===== src/rtl/mem_pkg.sv =====
// Shared definitions for the MEM pipeline stage: access sizes, FSM states,
// byte-enable base patterns and the watchdog counter sizing helper.
package mem_pkg;

  localparam logic [1:0] SZ_BYTE = 2'b00;
  localparam logic [1:0] SZ_HALF = 2'b01;
  localparam logic [1:0] SZ_WORD = 2'b10;

  localparam logic [3:0] BE_BYTE = 4'b0001;
  localparam logic [3:0] BE_HALF = 4'b0011;
  localparam logic [3:0] BE_WORD = 4'b1111;

  typedef enum logic {
    IDLE = 1'b0,
    BUSY = 1'b1
  } state_e;

  // Watchdog counter width: enough bits for the limit, clamped to 8..16.
  function automatic int cnt_width(input int cycles);
    int w;
    w = $clog2(cycles + 1);
    if (w < 8)  w = 8;
    if (w > 16) w = 16;
    return w;
  endfunction

endpackage


===== src/rtl/mem_stage_if.sv =====
// Data-memory request/acknowledge bus between the MEM stage (master) and
// the data memory (slave).
interface mem_stage_if #(
  parameter int AW = 32
);
  logic          mem_req_o;
  logic          mem_we_o;
  logic [AW-1:0] mem_addr_o;
  logic [3:0]    mem_be_o;
  logic [31:0]   mem_wdata_o;
  logic          mem_ack_i;
  logic [31:0]   mem_rdata_i;

  modport master (
    output mem_req_o, mem_we_o, mem_addr_o, mem_be_o, mem_wdata_o,
    input  mem_ack_i, mem_rdata_i
  );

  modport slave (
    input  mem_req_o, mem_we_o, mem_addr_o, mem_be_o, mem_wdata_o,
    output mem_ack_i, mem_rdata_i
  );
endinterface


===== src/rtl/mem_stage_load_align.sv =====
// Load lane extraction: picks the byte/half addressed by addr[1:0] out of the
// read word and sign- or zero-extends it to 32 bits.
module load_align
  import mem_pkg::*;
(
  input  logic [31:0] rdata_i,
  input  logic [1:0]  addr_i,
  input  logic [1:0]  size_i,
  input  logic        ext_i,
  output logic [31:0] data_o
);

  logic [7:0]  lane [4];
  logic [7:0]  byte_sel;
  logic [15:0] half_sel;

  for (genvar gi = 0; gi < 4; gi++) begin : g_lane
    assign lane[gi] = rdata_i[8*gi +: 8];
  end

  always_comb begin
    byte_sel = lane[addr_i];
    half_sel = addr_i[1] ? rdata_i[31:16] : rdata_i[15:0];
    case (size_i)
      SZ_BYTE: data_o = {{24{ext_i & byte_sel[7]}}, byte_sel};
      SZ_HALF: data_o = {{16{ext_i & half_sel[15]}}, half_sel};
      default: data_o = rdata_i;
    endcase
  end

endmodule


===== src/rtl/mem_stage.sv =====
// MEM pipeline stage: issues one load/store at a time on a req/ack bus, stalls
// upstream while busy and registers the MEM/WB outputs. Optional watchdog
// enabled by defining MEM_TIMEOUT_EN.
module mem_stage
  import mem_pkg::*;
#(
  parameter int AW             = 32,
  parameter int TIMEOUT_CYCLES = 255
) (
  input  logic        clk_i,
  input  logic        rst_i,
  input  logic        RegWrite_i,
  input  logic        MemtoReg_i,
  input  logic        MemWrite_i,
  input  logic        ExtOp_i,
  input  logic [1:0]  size_i,
  input  logic [31:0] ALUdata_i,
  input  logic [31:0] Write_data_i,
  input  logic [4:0]  instr_i,
  output logic        stall_o,
  mem_stage_if.master mem,
  output logic        RegWrite_o,
  output logic        MemtoReg_o,
  output logic [31:0] ReadData_o,
  output logic [31:0] ALUdata_o,
  output logic [4:0]  instr_o,
  output logic        misalign_o,
  output logic        timeout_o
);

  if (TIMEOUT_CYCLES < 1 || TIMEOUT_CYCLES > 65535) begin : g_bad_cfg
    $error("mem_stage: TIMEOUT_CYCLES must be within 1..65535");
  end

  state_e      state_q;
  logic [31:0] alu_q;
  logic [31:0] wdata_q;
  logic [3:0]  be_q;
  logic        we_q;
  logic        ext_q;
  logic        rw_q;
  logic        mtr_q;
  logic [1:0]  size_q;
  logic [4:0]  rd_q;

  logic        wb_rw_q;
  logic        wb_mtr_q;
  logic [31:0] wb_read_q;
  logic [31:0] wb_alu_q;
  logic [4:0]  wb_rd_q;
  logic        misalign_q;
  logic        timeout_q;

  logic        mem_op;
  logic        aligned;
  logic        busy;
  logic        to_hit;
  logic [3:0]  be_d;
  logic [31:0] wdata_d;
  logic [31:0] ld_data;

  always_comb begin
    mem_op  = MemtoReg_i | MemWrite_i;
    aligned = ~|ALUdata_i[1:0];
    be_d    = BE_WORD;
    wdata_d = Write_data_i;
    case (size_i)
      SZ_BYTE: begin
        aligned = 1'b1;
        be_d    = BE_BYTE << ALUdata_i[1:0];
        wdata_d = {4{Write_data_i[7:0]}};
      end
      SZ_HALF: begin
        aligned = ~ALUdata_i[0];
        be_d    = BE_HALF << ALUdata_i[1:0];
        wdata_d = {2{Write_data_i[15:0]}};
      end
      default: ;
    endcase
  end

  assign busy = (state_q == BUSY);

`ifdef MEM_TIMEOUT_EN
  localparam int CNT_W = cnt_width(TIMEOUT_CYCLES);
  logic [CNT_W-1:0] cnt_q;
  assign to_hit = busy & ~mem.mem_ack_i & (cnt_q == CNT_W'(TIMEOUT_CYCLES - 1));
`else
  assign to_hit = 1'b0;
`endif

  // Upstream may advance on the completing edge, whether by ack or watchdog.
  assign stall_o = ~rst_i & (busy ? ~(mem.mem_ack_i | to_hit) : (mem_op & aligned));

  assign mem.mem_req_o   = busy;
  assign mem.mem_we_o    = we_q;
  assign mem.mem_addr_o  = {alu_q[AW-1:2], 2'b00};
  assign mem.mem_be_o    = be_q;
  assign mem.mem_wdata_o = wdata_q;

  load_align u_load_align (
    .rdata_i (mem.mem_rdata_i),
    .addr_i  (alu_q[1:0]),
    .size_i  (size_q),
    .ext_i   (ext_q),
    .data_o  (ld_data)
  );

  always_ff @(posedge clk_i or posedge rst_i) begin
    if (rst_i) begin
      state_q    <= IDLE;
      alu_q      <= '0;
      wdata_q    <= '0;
      be_q       <= '0;
      we_q       <= 1'b0;
      ext_q      <= 1'b0;
      rw_q       <= 1'b0;
      mtr_q      <= 1'b0;
      size_q     <= '0;
      rd_q       <= '0;
      wb_rw_q    <= 1'b0;
      wb_mtr_q   <= 1'b0;
      wb_read_q  <= '0;
      wb_alu_q   <= '0;
      wb_rd_q    <= '0;
      misalign_q <= 1'b0;
      timeout_q  <= 1'b0;
`ifdef MEM_TIMEOUT_EN
      cnt_q      <= '0;
`endif
    end else begin
      misalign_q <= 1'b0;
      timeout_q  <= 1'b0;
      case (state_q)
        IDLE: begin
          wb_read_q <= '0;
          wb_alu_q  <= ALUdata_i;
          wb_rd_q   <= instr_i;
          if (mem_op && aligned) begin
            state_q  <= BUSY;
            alu_q    <= ALUdata_i;
            wdata_q  <= wdata_d;
            be_q     <= be_d;
            we_q     <= MemWrite_i;
            ext_q    <= ExtOp_i;
            rw_q     <= RegWrite_i & ~MemWrite_i;
            mtr_q    <= MemtoReg_i;
            size_q   <= size_i;
            rd_q     <= instr_i;
            wb_rw_q  <= 1'b0;
            wb_mtr_q <= 1'b0;
`ifdef MEM_TIMEOUT_EN
            cnt_q    <= '0;
`endif
          end else if (mem_op) begin
            misalign_q <= 1'b1;
            wb_rw_q    <= 1'b0;
            wb_mtr_q   <= 1'b0;
          end else begin
            wb_rw_q  <= RegWrite_i;
            wb_mtr_q <= MemtoReg_i;
          end
        end
        BUSY: begin
          if (mem.mem_ack_i) begin
            state_q   <= IDLE;
            wb_rw_q   <= rw_q;
            wb_mtr_q  <= mtr_q;
            wb_read_q <= we_q ? 32'd0 : ld_data;
            wb_alu_q  <= alu_q;
            wb_rd_q   <= rd_q;
          end else if (to_hit) begin
            state_q   <= IDLE;
            timeout_q <= 1'b1;
            wb_rw_q   <= 1'b0;
            wb_mtr_q  <= 1'b0;
            wb_read_q <= '0;
          end else begin
            wb_rw_q   <= 1'b0;
            wb_mtr_q  <= 1'b0;
            wb_read_q <= '0;
`ifdef MEM_TIMEOUT_EN
            cnt_q     <= cnt_q + 1'b1;
`endif
          end
        end
        default: state_q <= IDLE;
      endcase
    end
  end

  assign RegWrite_o = wb_rw_q;
  assign MemtoReg_o = wb_mtr_q;
  assign ReadData_o = wb_read_q;
  assign ALUdata_o  = wb_alu_q;
  assign instr_o    = wb_rd_q;
  assign misalign_o = misalign_q;
  assign timeout_o  = timeout_q;

endmodule

===== src/flat_wrapper.sv =====
// flat-port wrapper written by rule: the top's interface ports become plain ports
module mem_stage_flat import mem_pkg::*;
#(
  parameter int AW             = 32,
  parameter int TIMEOUT_CYCLES = 255
)
  (clk_i, rst_i, RegWrite_i, MemtoReg_i, MemWrite_i, ExtOp_i, size_i, ALUdata_i, Write_data_i, instr_i, stall_o, RegWrite_o, MemtoReg_o, ReadData_o, ALUdata_o, instr_o, misalign_o, timeout_o, mem_mem_req_o, mem_mem_we_o, mem_mem_addr_o, mem_mem_be_o, mem_mem_wdata_o, mem_mem_ack_i, mem_mem_rdata_i);
  mem_stage_if #(.AW(AW)) mem_i ();
  input  logic clk_i;
  input  logic rst_i;
  input  logic RegWrite_i;
  input  logic MemtoReg_i;
  input  logic MemWrite_i;
  input  logic ExtOp_i;
  input  logic [1:0] size_i;
  input  logic [31:0] ALUdata_i;
  input  logic [31:0] Write_data_i;
  input  logic [4:0] instr_i;
  output logic stall_o;
  output logic RegWrite_o;
  output logic MemtoReg_o;
  output logic [31:0] ReadData_o;
  output logic [31:0] ALUdata_o;
  output logic [4:0] instr_o;
  output logic misalign_o;
  output logic timeout_o;
  output wire logic [$bits(mem_i.mem_req_o)-1:0] mem_mem_req_o;
  output wire logic [$bits(mem_i.mem_we_o)-1:0] mem_mem_we_o;
  output wire logic [$bits(mem_i.mem_addr_o)-1:0] mem_mem_addr_o;
  output wire logic [$bits(mem_i.mem_be_o)-1:0] mem_mem_be_o;
  output wire logic [$bits(mem_i.mem_wdata_o)-1:0] mem_mem_wdata_o;
  input wire logic [$bits(mem_i.mem_ack_i)-1:0] mem_mem_ack_i;
  input wire logic [$bits(mem_i.mem_rdata_i)-1:0] mem_mem_rdata_i;
  assign mem_mem_req_o = mem_i.mem_req_o;
  assign mem_mem_we_o = mem_i.mem_we_o;
  assign mem_mem_addr_o = mem_i.mem_addr_o;
  assign mem_mem_be_o = mem_i.mem_be_o;
  assign mem_mem_wdata_o = mem_i.mem_wdata_o;
  assign mem_i.mem_ack_i = mem_mem_ack_i;
  assign mem_i.mem_rdata_i = mem_mem_rdata_i;
  mem_stage #(.AW(AW), .TIMEOUT_CYCLES(TIMEOUT_CYCLES)) u_core (.clk_i(clk_i), .rst_i(rst_i), .RegWrite_i(RegWrite_i), .MemtoReg_i(MemtoReg_i), .MemWrite_i(MemWrite_i), .ExtOp_i(ExtOp_i), .size_i(size_i), .ALUdata_i(ALUdata_i), .Write_data_i(Write_data_i), .instr_i(instr_i), .stall_o(stall_o), .mem(mem_i), .RegWrite_o(RegWrite_o), .MemtoReg_o(MemtoReg_o), .ReadData_o(ReadData_o), .ALUdata_o(ALUdata_o), .instr_o(instr_o), .misalign_o(misalign_o), .timeout_o(timeout_o));
endmodule

===== config.mk =====
export PLATFORM = sky130hd
export DESIGN_NAME = mem_stage_flat
export DESIGN_NICKNAME = d
export VERILOG_FILES = /design/src/rtl/mem_pkg.sv /design/src/rtl/mem_stage_if.sv /design/src/rtl/mem_stage_load_align.sv /design/src/rtl/mem_stage.sv /design/src/flat_wrapper.sv
export SDC_FILE = /design/constraint.sdc
export NUM_CORES = 1
export LEC_CHECK = 0
export ABC_AREA = 1
export BUFFER_PORTS_ARGS = -buffer_cell sky130_fd_sc_hd__buf_2
export CORE_UTILIZATION = 45
export CTS_CLUSTER_DIAMETER = 30
export CTS_CLUSTER_SIZE = 28
export DETAILED_ROUTE_END_ITERATION = 7
export HOLD_SLACK_MARGIN = 0.08
export PLACE_DENSITY_LB_ADDON = 0.08
export REMOVE_ABC_BUFFERS = 1
export SYNTH_ARGS = -nofsm -noshare
export SYNTH_HDL_FRONTEND = slang
export SYNTH_SLANG_ARGS = --single-unit

===== constraint.sdc =====
create_clock -name clk_i -period 7.1 [get_ports clk_i]
set_input_delay 1.775 -clock clk_i [delete_from_list [all_inputs] [get_ports clk_i]]
set_output_delay 1.775 -clock clk_i [all_outputs]
set_load 0.01 [all_outputs]

==> results by group, run 1 <==
Timing
  – Maximum clock frequency: between 0.15 and 0.2 GHz
  – Final period util: 71.5%
  – Slew headroom: roughly 31%
  – Setup TNS: 0 ps
  – Slew Limit Fails: 0
  – RSZ-0062 raised after global routing: no
  – Final setup fails: 0
  – Crit path time final: approximately 5100 ps
  – Slew @ Worst Pin: 1040 ps
  – Final Hold Viols: 0
  – Final worst clock skew: slightly above 8 ps

Clock network
  – CTS resizes: 0
  – Clk sinks: 152
  – Post-CTS setup buffers: 0
  – Clock-pin slew on the worst setup and hold paths: 70 ps
  – CTS Hold Bufs: 0
  – Clk_lat worst skew: between 400 and 500 ps
  – Cts bufs inserted: 17
  – CTS Root Cell: clkbuf_16
  – H-tree Lvls: 4
  – CTS tree: yes
  – CTS max path bufs: 2

Critical path
  – Slowest-stage cell, CP: nor2_1
  – Critical path buffer and inverter count: 2
  – Setup crit end kind: output port
  – CP Data Arrival Time: approximately 3300 ps
  – Crit path launch type: input pin
  – Worst endpoint required time: between 5000 and 6000 ps
  – CP top delay family: simple AND/OR/NAND/NOR gates
  – Max Fanout on Critical Path: 37
  – Top cell by count, worst path: buf_2
  – Crit path cell chain: buf_2 -> nor2_1 -> a21oi_2 -> nand2_2 -> a21oi_1 -> buf_2
  – Slowest stage delay, CP: roughly 750 ps
  – Setup Crit Path Kind: in2out

Final layout
  – Commonest non-fill, non-tap cell in the layout: nand2_1
  – Post-Layout Cell Count: about 1200
  – Commonest non-fill, non-tap cells in the layout: nand2_1, buf_2, dfrtp_1, inv_1, o21ai_0
  – Layout net count: roughly 1100
  – Fillcell total: roughly 1400
  – Layout cells sized above 1: roughly 30%
  – Core Util, Final: slightly below 60%
  – Syn-to-layout area delta: 23.6%

Power and ir drop
  – Max rail drop VDD: ~0.18 mV
  – Seq pwr share: between 40 and 50%
  – P_sw: 0.000960 W
  – Clk pwr share: 30.5%
  – Internal power: 0.00179 W
  – Switching share of power: between 30% and 40%
  – Pwr/cell area: between 300 and 400 nW/um^2
  – Leak: between 4 and 5 nW
  – Comb pwr share: between 20% and 30%

Synthesis
  – Synth Warn #: 0
  – Synthesized instance count: 831
  – Synth cell types: 26
  – Syn Std Cell Area: around 6900 um^2
  – Synthesized flop and latch total: roughly 150
  – Syn_area_per_cell: 8.31 um^2
  – Sequential area share after synthesis: 55.1%

GRT
  – Initial antenna violation count: 1
  – GRT Util Overall: between 20% and 30%
  – Largest net degree at the start of global routing: around 120
  – Global-route wire length before repair: around 29000 um
  – Vias in the first global route: around 5600
  – Grt total ovfl: 0

Status
  – Status: finished, final reports clean

Min path
  – Worst min-delay path class: reg2reg

Place
  – Gpl congestion: between 0.7 and 0.8
  – Detailed placement HPWL: roughly 12000 um
  – Buffers on Ports: 250
  – Placed insts: 1198

Route
  – Routed WL per cell: ~14 um
  – Final WL: ~17000 um
  – Initial DRC count: approximately 390
  – Remaining antenna violation count after routing: 0
  – Drt drc: 0
  – Routed vias: around 5900
  – Pre-antenna DRT Iters: 4
  – Via-to-Cell Ratio: between 4 and 5

Floorplan
  – Die Area: 15800 um^2
  – Num ports: about 250
  – Die Y: around 130 um
  – Rows: 44
  – Core ar.: roughly 15000 um^2
  – Die X: around 130 um
  – Initial cell density of the core: around 47%

Flow run
  – Max-Cap Viols: 0
==> cell type report <==
class	count	area (um^2)	area share, %
Inverter	78	303	3.55
Antenna cell	1	2.50	0.0293
Multi-Input combinational cell	529	2360	27.7
Clock buffer	17	425	4.98
Tap cell	184	230	2.70
Clock inverter	15	121	1.42
Sequential cell	152	3800	44.6
Timing Repair Buffer	255	1290	15.1
==> worst min-delay path: stages (launching register included) <==
cell     delay, ps
dfrtp_1        340
nand2_1         50
nand2_1         50
==> layer usage <==
metal	global-route usage [%]	vias to the layer above	part of all wire, %
li1	-	2994	-
met1	30.4	2712	46
met2	36.5	179	46
met3	6.75	25	6.4
met4	8.15	0	1.6
met5	0	-	0
==> cell families after synthesis <==
logic type | after synthesis | synth area share (%)
simple gates | 388 | 22.3
other cells | 1 | 0.0543
flops | 152 | 55.1
buf+inv | 152 | 10.9
compound gates | 138 | 11.7
==> power by group through the flow <==
stage	combinational [W]	clock (W)	sequential [W]
final	0.000738	0.000838	0.00117
after global routing	0.000836	0.000899	0.00120
after CTS	0.000752	0.000857	0.00118
after detailed placement	0.000752	0	0.00119
after global placement	0.000743	0	0.00119
after floorplan	0.000336	0	0.00126
==> final timing paths <==
path | start | slack, ps | depth (start not counted) | end
max reg2reg | u_core.mem.mem_req_o | 4510 | 6 | u_core.alu_q[25]
max | size_i[1] | 2030 | 6 | stall_o
max in group asynchronous | rst_i | 4400 | 3 | u_core.ReadData_o[30]
min reg2reg | u_core.mem.mem_wdata_o[14] | 480 | 2 | u_core.mem.mem_wdata_o[14]
min in group asynchronous | rst_i | 1590 | 2 | u_core.alu_q[8]
min | u_core.mem.mem_wdata_o[14] | 480 | 2 | u_core.mem.mem_wdata_o[14]
==> flip-flops by register name, indices dropped and copies added (netlist names) <==
name,count
u_core.mem.mem_req_o,1
u_core.mem.mem_we_o,1
u_core.misalign_o,1
u_core.alu_q,32
u_core.mtr_q,1
u_core.mem.mem_be_o,4
u_core.ext_q,1
u_core.rw_q,1
u_core.RegWrite_o,1
u_core.size_q,2
u_core.MemtoReg_o,1
u_core.instr_o,5
u_core.rd_q,5
u_core.ReadData_o,32
u_core.ALUdata_o,32
u_core.mem.mem_wdata_o,32
==> Yosys cell counts <==
cell type    n  area (um^2)
inv_6        1         8.76
o221ai_1     1         8.76
buf_2       11         55.1
a22o_1       1         8.76
or2_2        7         43.8
nand3b_1     1         7.51
dfrtp_1    152         3800
nand2_4      2         22.5
a21oi_2      1         8.76
nor2_2       3         18.8
buf_6        5         56.3
a21oi_1     25          125
clkbuf_1    22         82.6
nand3_2      1         10.0
inv_2        3         11.3
o211ai_1    42          315
nand2_2      2         12.5
nor2_1      54          203
nand2_1    298         1120
nand3_1     19         95.1
nor3_1       1         5.00
inv_1       74          278
buf_4       34          255
o21ai_0     68          340
buf_1        2         7.51
conb_1       1         3.75
==> per-stage QoR <==
stage / total power [W] / hold WS (ps) / cell area [um^2] / setup slack [ps]
2_1_floorplan: 0.00160 / 448 / 6460 / 1230
3_3_place_gp: 0.00193 / 458 / 7990 / 2080
3_5_place_dp: 0.00194 / 460 / 7990 / 2020
4_1_cts: 0.00278 / 477 / 8530 / 2010
5_1_grt: 0.00294 / 495 / 8540 / 1860
6_report: 0.00275 / 475 / 8540 / 2030
No activity file was read; power rests on OpenSTA's default activity.
==> run 2: changes to the inputs <==
==> constraint.sdc (replaced) <==
create_clock -name clk_i -period 4.77 [get_ports clk_i]
set_input_delay 1.1925 -clock clk_i [delete_from_list [all_inputs] [get_ports clk_i]]
set_output_delay 1.1925 -clock clk_i [all_outputs]
set_load 0.01 [all_outputs]
==> run 2 against run 1 <==
  * Die area unchanged
  * Final area up 0.92%
  * Clock skew down 2.7 ps
  * Sequential share of layout area down 0.41 points
  * Critical path type unchanged
  * Core utilization up 0.53 points
  * Combinational power up 50%
  * Flip-flop and latch count unchanged
  * Clock power up 60%
  * Worst setup slack worse by 690 ps
  * Critical path depth up 1
  * Critical endpoint unchanged
==> results by group, run 2 (same netlist as run 1, synthesis figures left out) <==
Clock network
  – H-tree Lvls: 4 (unchanged)
  – Post-CTS setup buffers: 0 (unchanged)
  – Cts bufs inserted: 17 (unchanged)
  – Clock-pin slew on the worst setup and hold paths: 60 ps (about the same)
  – CTS Root Cell: clkbuf_16
  – CTS tree: yes
  – CTS resizes: 0 (unchanged)
  – CTS max path bufs: 2 (unchanged)
  – Clk sinks: 152 (unchanged)
  – Clk_lat worst skew: 420 ps (about the same)
  – CTS Hold Bufs: 0 (unchanged)

Final layout
  – Core Util, Final: 58.4% (+0.53 points)
  – Layout cells sized above 1: 29.6% (about the same)
  – Syn-to-layout area delta: 24.8%
  – Commonest non-fill, non-tap cell in the layout: nand2_1
  – Post-Layout Cell Count: 1233 (+0.16%)
  – Fillcell total: 1430 (+1.1%)
  – Commonest non-fill, non-tap cells in the layout: nand2_1, buf_2, dfrtp_1, inv_1, o21ai_0
  – Antenna Cells: 0 (-1)
  – Layout net count: 1147 (+0.35%)

Floorplan
  – Die Y: 126 um (unchanged)
  – Core ar.: 14800 um^2 (unchanged)
  – Die Area: 15800 um^2 (unchanged)
  – Rows: 44 (unchanged)
  – Die X: 126 um (unchanged)
  – Initial cell density of the core: 46.8% (unchanged)
  – Num ports: 254 (unchanged)

GRT
  – GRT Util Overall: 23.5% (+0.35 points)
  – Global-route wire length before repair: 29000 um (+1.6%)
  – Initial antenna violation count: 0 (-1)
  – Grt total ovfl: 0 (unchanged)
  – Vias in the first global route: 5684 (+1.0%)
  – Largest net degree at the start of global routing: 89 (-25%)

Critical path
  – Worst endpoint required time: 3580 ps (-1750 ps)
  – Setup crit end kind: output port
  – Max Fanout on Critical Path: 15 (-59%)
  – CP Data Arrival Time: 2250 ps (-1050 ps)
  – Setup Crit Path Kind: in2out
  – Crit path launch type: input pin

Route
  – Remaining antenna violation count after routing: 0 (unchanged)
  – Drt drc: 0 (unchanged)
  – Routed WL per cell: 14.2 um (+0.45%)
  – Via-to-Cell Ratio: 4.80 (about the same)
  – Routed vias: 5923 (+0.22%)
  – Initial DRC count: 402 (+4.1%)
  – Final WL: 17500 um (+0.61%)
  – Pre-antenna DRT Iters: 6 (+2)

Min path
  – Worst min-delay path class: reg2reg

Timing
  – Final setup fails: 0 (unchanged)
  – Slew headroom: 46.4% (+16 points)
  – Crit path time final: 3440 ps
  – Final worst clock skew: 5.37 ps (-2.75 ps)
  – Slew @ Worst Pin: 804 ps (-234 ps)
  – Maximum clock frequency: ~0.29 GHz
  – Final period util: just over 70%
  – Final Hold Viols: 0 (unchanged)
  – Slew Limit Fails: 0 (unchanged)
  – RSZ-0062 raised after global routing: no

Place
  – Gpl congestion: 0.783 (+0.63%)
  – Detailed placement HPWL: 11900 um (+3.3%)
  – Placed insts: 1202 (+0.33%)
  – Buffers on Ports: 250 (unchanged)

Power and ir drop
  – Leak: 4.85 nW (+0.84%)
  – Max rail drop VDD: 0.255 mV (+39%)
  – Pwr/cell area: 487 nW/um^2 (+51%)

Status
  – Status: finished, final reports clean

Flow run
  – Max-Cap Viols: 0 (unchanged)
==> run 2: changes by cell type in the layout (fill, tap and decap cells not counted) <==
| cell | before | now |
|---|---|---|
| clkinv_4 | 6 | 3 |
| clkbuf_1 | 0 | 2 |
| diode_2 | 1 | 0 |
| buf_4 | 5 | 8 |
| inv_6 | 6 | 3 |
| bufinv_16 | 0 | 3 |
| buf_12 | 0 | 1 |
| clkinv_2 | 3 | 4 |
| inv_8 | 1 | 0 |
==> run 2: critical path, stage by stage <==
cell     delay (ps)
buf_2           240
nor2_1           80
buf_4           190
a21oi_2         190
nand2_2          70
a21oi_1         120
buf_2           150
==> run 2: path summary, 6_finish.rpt <==
kind / start / end / slack (ps) / cells past startpoint
max: size_i[1] / stall_o / 1330 / 7
min: u_core.mem.mem_wdata_o[24] / u_core.mem.mem_wdata_o[24] / 470 / 2
max reg2reg: u_core.mem.mem_req_o / u_core.size_q[1] / 2590 / 7
min reg2reg: u_core.mem.mem_wdata_o[24] / u_core.mem.mem_wdata_o[24] / 470 / 2
max in group asynchronous: rst_i / u_core.alu_q[2] / 2930 / 3
min in group asynchronous: rst_i / u_core.alu_q[8] / 920 / 2
==> run 2: report_power, final <==
group | internal, W | total [W] | switching, W
Clock | 0.000819 | 0.00134 | 0.000523
Combinational | 0.000424 | 0.00111 | 0.000687
Sequential | 0.00157 | 0.00175 | 0.000176
Total | 0.00281 | 0.00420 | 0.00139
==> run 2: area by class of cell <==
class                           count  area, um^2  area share, %
Clock buffer                       19         433           5.02
Clock inverter                     12         153           1.77
Inverter                           78         303           3.51
Multi-Input combinational cell    529        2360           27.4
Sequential cell                   152        3800           44.1
Tap cell                          184         230           2.67
Timing Repair Buffer              259        1330           15.5
==> run 2: metal layers <==
metal | wire, um | GRT usage, %
met1 | 7820 | 31.7
met2 | 8180 | 36.1
met3 | 1180 | 6.84
met4 | 280 | 8.22
met5 | 0 | 0
==> run 2: stage by stage <==
stage | setup TNS (ps) | power (W) | setup slack [ps] | area [um^2] | hold slack (ps)
after floorplan | -78370 | 0.00238 | -516 | 6460 | 448
after global placement | 0 | 0.00288 | 1340 | 8030 | 459
after detailed placement | 0 | 0.00289 | 1280 | 8030 | 460
after CTS | 0 | 0.00425 | 1310 | 8620 | 476
after global routing | 0 | 0.00448 | 1240 | 8620 | 492
final | 0 | 0.00420 | 1330 | 8620 | 472
